**config.mk**
```make
export PLATFORM = sky130hd
export DESIGN_NAME = traffic_light_fsm
export DESIGN_NICKNAME = d
export VERILOG_FILES = /design/src/rtl/traffic_light_fsm.sv
export SDC_FILE = /design/constraint.sdc
export NUM_CORES = 1
export LEC_CHECK = 0
export CAP_MARGIN = 20
export CORE_MARGIN = 1
export CORE_UTILIZATION = 40
export DETAILED_ROUTE_END_ITERATION = 8
export DONT_BUFFER_PORTS = 1
export SETUP_SLACK_MARGIN = 0.1
export SKIP_CTS_REPAIR_TIMING = 1
export SYNTH_ARGS = -nofsm -noshare
export SYNTH_HDL_FRONTEND = slang
export SYNTH_SLANG_ARGS = --single-unit
```
**constraint.sdc**
```tcl
create_clock -name clock -period 2.6 [get_ports clock]
set_clock_uncertainty 0.1 [all_clocks]
set_input_delay 0.52 -clock clock [delete_from_list [all_inputs] [get_ports clock]]
set_output_delay 0.52 -clock clock [all_outputs]
set_load 0.02 [all_outputs]
```
**src/rtl/traffic_light_fsm.sv**
```systemverilog
// Two-road intersection sequencer: times each light phase in Hz_1_Enable strobes
// and drives registered one-hot lamp vectors for the NS main road and EW side road.
module traffic_light_fsm #(
  parameter int unsigned NS_GREEN_S = 10,
  parameter int unsigned EW_GREEN_S = 6,
  parameter int unsigned YELLOW_S   = 3,
  parameter int unsigned ALLRED_S   = 2
) (
  input  logic       clock,
  input  logic       reset,
  input  logic       Hz_1_Enable,
  input  logic       ew_car,
  output logic [2:0] ns_lights,
  output logic [2:0] ew_lights,
  output logic [7:0] remaining,
  output logic [2:0] phase
);

  typedef enum logic [2:0] {
    NS_GREEN  = 3'd0,
    NS_YELLOW = 3'd1,
    ALL_RED_A = 3'd2,
    EW_GREEN  = 3'd3,
    EW_YELLOW = 3'd4,
    ALL_RED_B = 3'd5
  } state_t;

  localparam logic [7:0] L_NS_GREEN = 8'(NS_GREEN_S);
  localparam logic [7:0] L_EW_GREEN = 8'(EW_GREEN_S);
  localparam logic [7:0] L_YELLOW   = 8'(YELLOW_S);
  localparam logic [7:0] L_ALLRED   = 8'(ALLRED_S);

  localparam logic [2:0] LAMP_RED = 3'b100;
  localparam logic [2:0] LAMP_YEL = 3'b010;
  localparam logic [2:0] LAMP_GRN = 3'b001;

  // State register is kept as raw bits so the illegal codes 6/7 stay representable
  // and the recovery path below is reachable.
  logic [2:0] r_phase;
  logic [7:0] r_remaining;
  logic [2:0] r_ns;
  logic [2:0] r_ew;

  logic [2:0] w_phase_nxt;
  logic [7:0] w_remaining_nxt;
  logic [2:0] w_ns_nxt;
  logic [2:0] w_ew_nxt;
  logic       w_last;

  function automatic logic [7:0] phase_dur(input logic [2:0] s);
    case (s)
      NS_GREEN:  phase_dur = L_NS_GREEN;
      NS_YELLOW: phase_dur = L_YELLOW;
      ALL_RED_A: phase_dur = L_ALLRED;
      EW_GREEN:  phase_dur = L_EW_GREEN;
      EW_YELLOW: phase_dur = L_YELLOW;
      default:   phase_dur = L_ALLRED;
    endcase
  endfunction

  function automatic logic [2:0] phase_succ(input logic [2:0] s);
    case (s)
      NS_GREEN:  phase_succ = NS_YELLOW;
      NS_YELLOW: phase_succ = ALL_RED_A;
      ALL_RED_A: phase_succ = EW_GREEN;
      EW_GREEN:  phase_succ = EW_YELLOW;
      EW_YELLOW: phase_succ = ALL_RED_B;
      default:   phase_succ = NS_GREEN;
    endcase
  endfunction

  // Returns {ns, ew}; anything not explicitly green/yellow is red on both roads.
  function automatic logic [5:0] lamp_decode(input logic [2:0] s);
    case (s)
      NS_GREEN:  lamp_decode = {LAMP_GRN, LAMP_RED};
      NS_YELLOW: lamp_decode = {LAMP_YEL, LAMP_RED};
      EW_GREEN:  lamp_decode = {LAMP_RED, LAMP_GRN};
      EW_YELLOW: lamp_decode = {LAMP_RED, LAMP_YEL};
      default:   lamp_decode = {LAMP_RED, LAMP_RED};
    endcase
  endfunction

  always_comb begin
    w_phase_nxt     = r_phase;
    w_remaining_nxt = r_remaining;
    w_last          = (r_remaining <= 8'd1);
    case (r_phase)
      NS_GREEN, NS_YELLOW, ALL_RED_A, EW_GREEN, EW_YELLOW, ALL_RED_B: begin
        if (Hz_1_Enable) begin
          if (!w_last) begin
            w_remaining_nxt = r_remaining - 8'd1;
          end else if ((r_phase == NS_GREEN) && !ew_car) begin
            // Main road keeps green at its last strobe until a side-road car shows up.
            w_remaining_nxt = 8'd1;
          end else begin
            w_phase_nxt     = phase_succ(r_phase);
            w_remaining_nxt = phase_dur(phase_succ(r_phase));
          end
        end
      end
      default: begin
        w_phase_nxt     = ALL_RED_B;
        w_remaining_nxt = L_ALLRED;
      end
    endcase
    {w_ns_nxt, w_ew_nxt} = lamp_decode(w_phase_nxt);
  end

  always_ff @(posedge clock or posedge reset) begin
    if (reset) begin
      r_phase     <= ALL_RED_B;
      r_remaining <= L_ALLRED;
      r_ns        <= LAMP_RED;
      r_ew        <= LAMP_RED;
    end else begin
      r_phase     <= w_phase_nxt;
      r_remaining <= w_remaining_nxt;
      r_ns        <= w_ns_nxt;
      r_ew        <= w_ew_nxt;
    end
  end

  assign phase     = r_phase;
  assign remaining = r_remaining;
  assign ns_lights = r_ns;
  assign ew_lights = r_ew;

endmodule

```
# Yosys cells after proc, flatten, opt, wreduce, memory -nomap -nowiden
# Cells that the tools add are included.
dict set report op_classes {
  n_eq_ne 12
  n_addsub 1
  n_reduce_logical 7
  order_cmp 1
  n_mux 15
}
# op count
set ops {}
lappend ops {{$mux 3} 8}
lappend ops {{$mux 8} 3}
lappend ops {{$pmux 6 s4} 1}
lappend ops {{$pmux 3 s5} 1}
lappend ops {{$eq 3x2->1 const B} 4}
lappend ops {{$eq 3x3->1 const B} 4}
lappend ops {{$pmux 4 s3} 1}
lappend ops {{$eq 3x1->1 const B} 3}
lappend ops {{$logic_not 3->1} 3}
lappend ops {{$le 8x1->1 const B} 1}
lappend ops {{$sub 8x1->8 const B} 1}
lappend ops {{$reduce_or 6->1} 1}
lappend ops {{$mux 4} 1}
lappend ops {{$ne 2x2->1 const B} 1}
lappend ops {{$reduce_or 2->1} 1}
lappend ops {{$logic_and 1x1->1} 1}
lappend ops {{$logic_not 1->1} 1}
dict set report word_totals {
  inputBits 4
  word_cells 40
  ff_bits 17
}

# Depth between registers and ports, before layout
dict set report logic_depth {
  depth_word 13
  mapped_depth 7
}

# Worst setup path before layout
# No wires, ideal clock.
dict set report synth_timing {
  kind {register to register}
  start {register r_remaining[1] (netlist: remaining[1])}
  end {register r_remaining[6] (netlist: remaining[6])}
  period_less_slack_ns 2.221
  path_stages_with_launch 8
  arrival_ns 2.044
  path_buffers 1
  slack_ns 0.379
  setup_time_ns 0.077
  required_time_ns 2.423
  cell_sequence {dfstp_2 inv_1 ha_1 or2_4 and3_1 buf_6 or4_1 a21oi_1}
}
dict set report synth_between {
  elab_chain_cells 4
  elab_cells_between_ends 5
}
# item line_no
set synth_rtl {}
lappend synth_rtl {{from (decl)} 40} ;# logic [7:0] r_remaining;
lappend synth_rtl {{from (signal assigned)} 117} ;# r_remaining <= w_remaining_nxt;
lappend synth_rtl {{$sub 8x1->8 or $le 8x1->1 (tied branches)} {91, 86}}
lappend synth_rtl {{$mux 8 (*)} 90} ;# if (!w_last) begin
lappend synth_rtl {{$mux 8 (*)} 89} ;# if (Hz_1_Enable) begin
lappend synth_rtl {{$mux 8 (*)} 87} ;# case (r_phase)
# Mark *: on every way between the ends. The rest lies on a longest branch, timed or not. The select of a mux whose other input is x is not followed.
# A chain may end at the register's enable or synchronous reset.

# Worst setup path after layout
# Same ends and word-level chain as after synthesis.

==> impl_metrics.env <==
export IMPL_worst_setup_path_start_kind="flop"
export IMPL_worst_r2r_startpoint="remaining[1]$_DFFE_PP1P_"
export IMPL_floorplan_io_pins=21
export IMPL_achievable_frequency_ghz=0.431
export IMPL_synth_async_sr_flop_share_pct=100
export IMPL_max_cap_viol_count=0
export IMPL_synth_net_count=104
export IMPL_worst_path_max_fanout=9
export IMPL_setup_violation_total_in_the_final_timing_report=0
export IMPL_setup_total_negative_slack_ps=0
export IMPL_die_width_um=50.7
export IMPL_overflow=0
export IMPL_reg2reg_setup_slack_ps=280
export IMPL_cp_required_ps=2740
export IMPL_worst_setup_hold_path_clk_slew_ps=110
export IMPL_layout_nets=106
export IMPL_postRouteAntennaNets=0
export IMPL_max_vdd_ir_drop_mv=0.546
export IMPL_regArea_um2=432
export IMPL_yosys_area_top_type_share_pct=31.7
export IMPL_syn_avg_cell_area_um2=9.68
export IMPL_syn_to_final_growth_pct=4.49
export IMPL_wl_um=1990
export IMPL_setup_worst_path_start="remaining[1]$_DFFE_PP1P_"
export IMPL_critPathCaptureType="flop"
export IMPL_finalNonFillerCells=127
export IMPL_period_needed_ps=2320
export IMPL_synth_seq_cells=17
export IMPL_area_used_by_multi_input_combinational_logic_um2=464
export IMPL_most_used_flip_flop_cell_after_synthesis="dfrtp_1"
export IMPL_worst_slew_pin_transition_ps=632
export IMPL_most_common_layout_cells="dfrtp_1, nand2_1, a21oi_1"
export IMPL_timing_slew_headroom_pct=57.8
export IMPL_cellLeakagePower_nw=0.450
export IMPL_synth_largest_area_cell="dfrtp_1"
export IMPL_antenna_violations_before_repair=0
export IMPL_viasPerCell=5.75
export IMPL_rsz0062_at_grt="no"
export IMPL_leading_cell_types_by_total_area_after_synthesis="dfrtp_1, dfstp_2, mux2i_1, a21oi_1, nand3_1"
export IMPL_r2r_worst_path_cells=6
export IMPL_synth_seq_area_share_pct=45.5
export IMPL_first_pass_grt_wire_length_um=3390
export IMPL_min_path_type="in2async"
export IMPL_synthCells=98
export IMPL_h_tree_depth=1
export IMPL_initial_utilization_pct=42.5
export IMPL_ctsLongestPathBuffers=2
export IMPL_total_routing_usage_gr_pct=18.6
export IMPL_fp_coreArea_mm2=0.00223
export IMPL_number_of_buffers_added_by_the_clock_tree_synthesis_step=3
export IMPL_root_buffer="clkbuf_4"
export IMPL_core_rowCount=17
export IMPL_buffer_ports_inserted=0
export IMPL_report_final_slew_viol_count=0
export IMPL_synth_enable_flop_cells=0
export IMPL_post_route_drc_count=0
export IMPL_fin_crit_sh_pct=89.3
export IMPL_insertion_delay_ps=300
export IMPL_detailedRoute_firstIterationViolations=17
export IMPL_grt_start_max_net_pins=18
export IMPL_worstSetupPathType="reg2reg"
export IMPL_r2r_end="remaining[6]$_DFFE_PP0P_"
export IMPL_final_common_cell="dfrtp_1"
export IMPL_synthDistinctLibCells=36
export IMPL_drt_pass1_iterations=4
export IMPL_gp_weighted_congestion=0.867
export IMPL_post_route_cells_drive_above_1_share_pct=17.2
export IMPL_placedCellCount=123
export IMPL_worst_path_arrival_time_ps=2460
export IMPL_antennaDiodeCount=0
export IMPL_synth_area_um2=948
export IMPL_layout_filler_cells=217
export IMPL_tritoncts="yes"
export IMPL_report_final_hold_viol_count=0
export IMPL_setup_worst_path_end="remaining[6]$_DFFE_PP0P_"
export IMPL_floorplan_die_area_mm2=0.00257
export IMPL_dr_vias=730
export IMPL_power_density_mw_per_mm2=1340
export IMPL_chipHeight_um=50.7
export IMPL_totalPowerFinal_mw=1.33
export IMPL_grt_pass1_vias=673
export IMPL_route_detailed_wl_per_inst_um=15.7
export IMPL_synth_yosys_warnings=0
export IMPL_dp_final_hpwl_um=1420
export IMPL_cts_sinks=17
export IMPL_run_status="completed"
## metal layers
| layer | share of wire (%) | vias to the layer above | GRT usage [%] | wire length, µm |
|---|---|---|---|---|
| met2 | 46 | 19 | 25.8 | 916 |
| met5 | 0 | - | 0 | 0 |
| met1 | 47 | 355 | 25.3 | 943 |
| met4 | 2.6 | 0 | 13.4 | 52 |
| li1 | - | 352 | - | - |
| met3 | 4.1 | 4 | 3.64 | 81 |
## Yosys cell counts (2+ instances only)
| library cell | n |
|---|---|
| dfstp_2 | 5 |
| or2_2 | 2 |
| nand3_1 | 6 |
| o21ai_0 | 6 |
| nor2_1 | 5 |
| o21a_1 | 2 |
| ha_1 | 2 |
| nand2_1 | 8 |
| mux2i_1 | 5 |
| dfrtp_1 | 12 |
| nor3_1 | 4 |
| clkbuf_1 | 2 |
| or4_1 | 2 |
| mux2_2 | 2 |
| buf_6 | 2 |
| a21oi_1 | 7 |
| inv_1 | 6 |
| nand2b_1 | 2 |
## metrics by stage
| step | hold slack (ps) | utilization, % | worst slack [ps] | area, µm² |
|---|---|---|---|---|
| floorplan | 342 | - | 379 | 948 |
| global placement | 427 | 43.0 | 372 | 961 |
| detailed placement | 434 | 43.0 | 300 | 961 |
| CTS | 95.1 | 44.4 | 284 | 991 |
| global route | 108 | 44.4 | 176 | 991 |
| finish | 67.9 | 44.4 | 279 | 991 |
## layout make-up
| cell class | instances | share of cell area, % |
|---|---|---|
| multi-input combinational | 71 | 46.8 |
| sequential | 17 | 43.6 |
| tap | 28 | 3.54 |
| clock buffer | 3 | 2.27 |
| inverter | 6 | 2.27 |
| clock inverter | 1 | 0.758 |
| timing repair buffer | 1 | 0.758 |
## worst max-delay path, cell delays in order, from the launching register on
cell,delay (ps)
dfstp_2,640
inv_1,80
ha_1,260
or2_4,290
and3_1,260
or4_1,490
a21oi_1,140
## where the power goes
part           leakage (nW)  internal, mW  total, mW  switching [mW]
Combinational         0.232         0.222      0.467           0.246
Sequential            0.204         0.405      0.710           0.305
Clock                0.0139        0.0587      0.153          0.0940
## how the worst min path moves through the flow
stage | start | endpoint | slack [ps] | cells past startpoint
6_report | reset | ns_lights[1]$_DFF_PP0_ | 70 | 1
3_5_place_dp | reset | ew_lights[0]$_DFF_PP0_ | 430 | 1
4_1_cts | reset | ew_lights[0]$_DFF_PP0_ | 100 | 1
5_1_grt | reset | ew_lights[0]$_DFF_PP0_ | 110 | 1
2_1_floorplan | reset | ew_lights[0]$_DFF_PP0_ | 340 | 1
3_3_place_gp | reset | ew_lights[0]$_DFF_PP0_ | 430 | 1
## flip-flops by register name, indices dropped and copies added, names as in the netlist
signal     cells
phase          3
remaining      8
ns_lights      3
ew_lights      3
## kinds of logic after synthesis
family                     synth area share (%)
buffers and inverters                      5.54
and+or+nand+nor                            23.2
DFF                                        45.5
AOI/OAI and AO/OA                          14.5
adders and majority gates                  2.64
muxes                                      7.65
xor gates and xnor gates                  0.924
(Power assumes the default switching activity.)
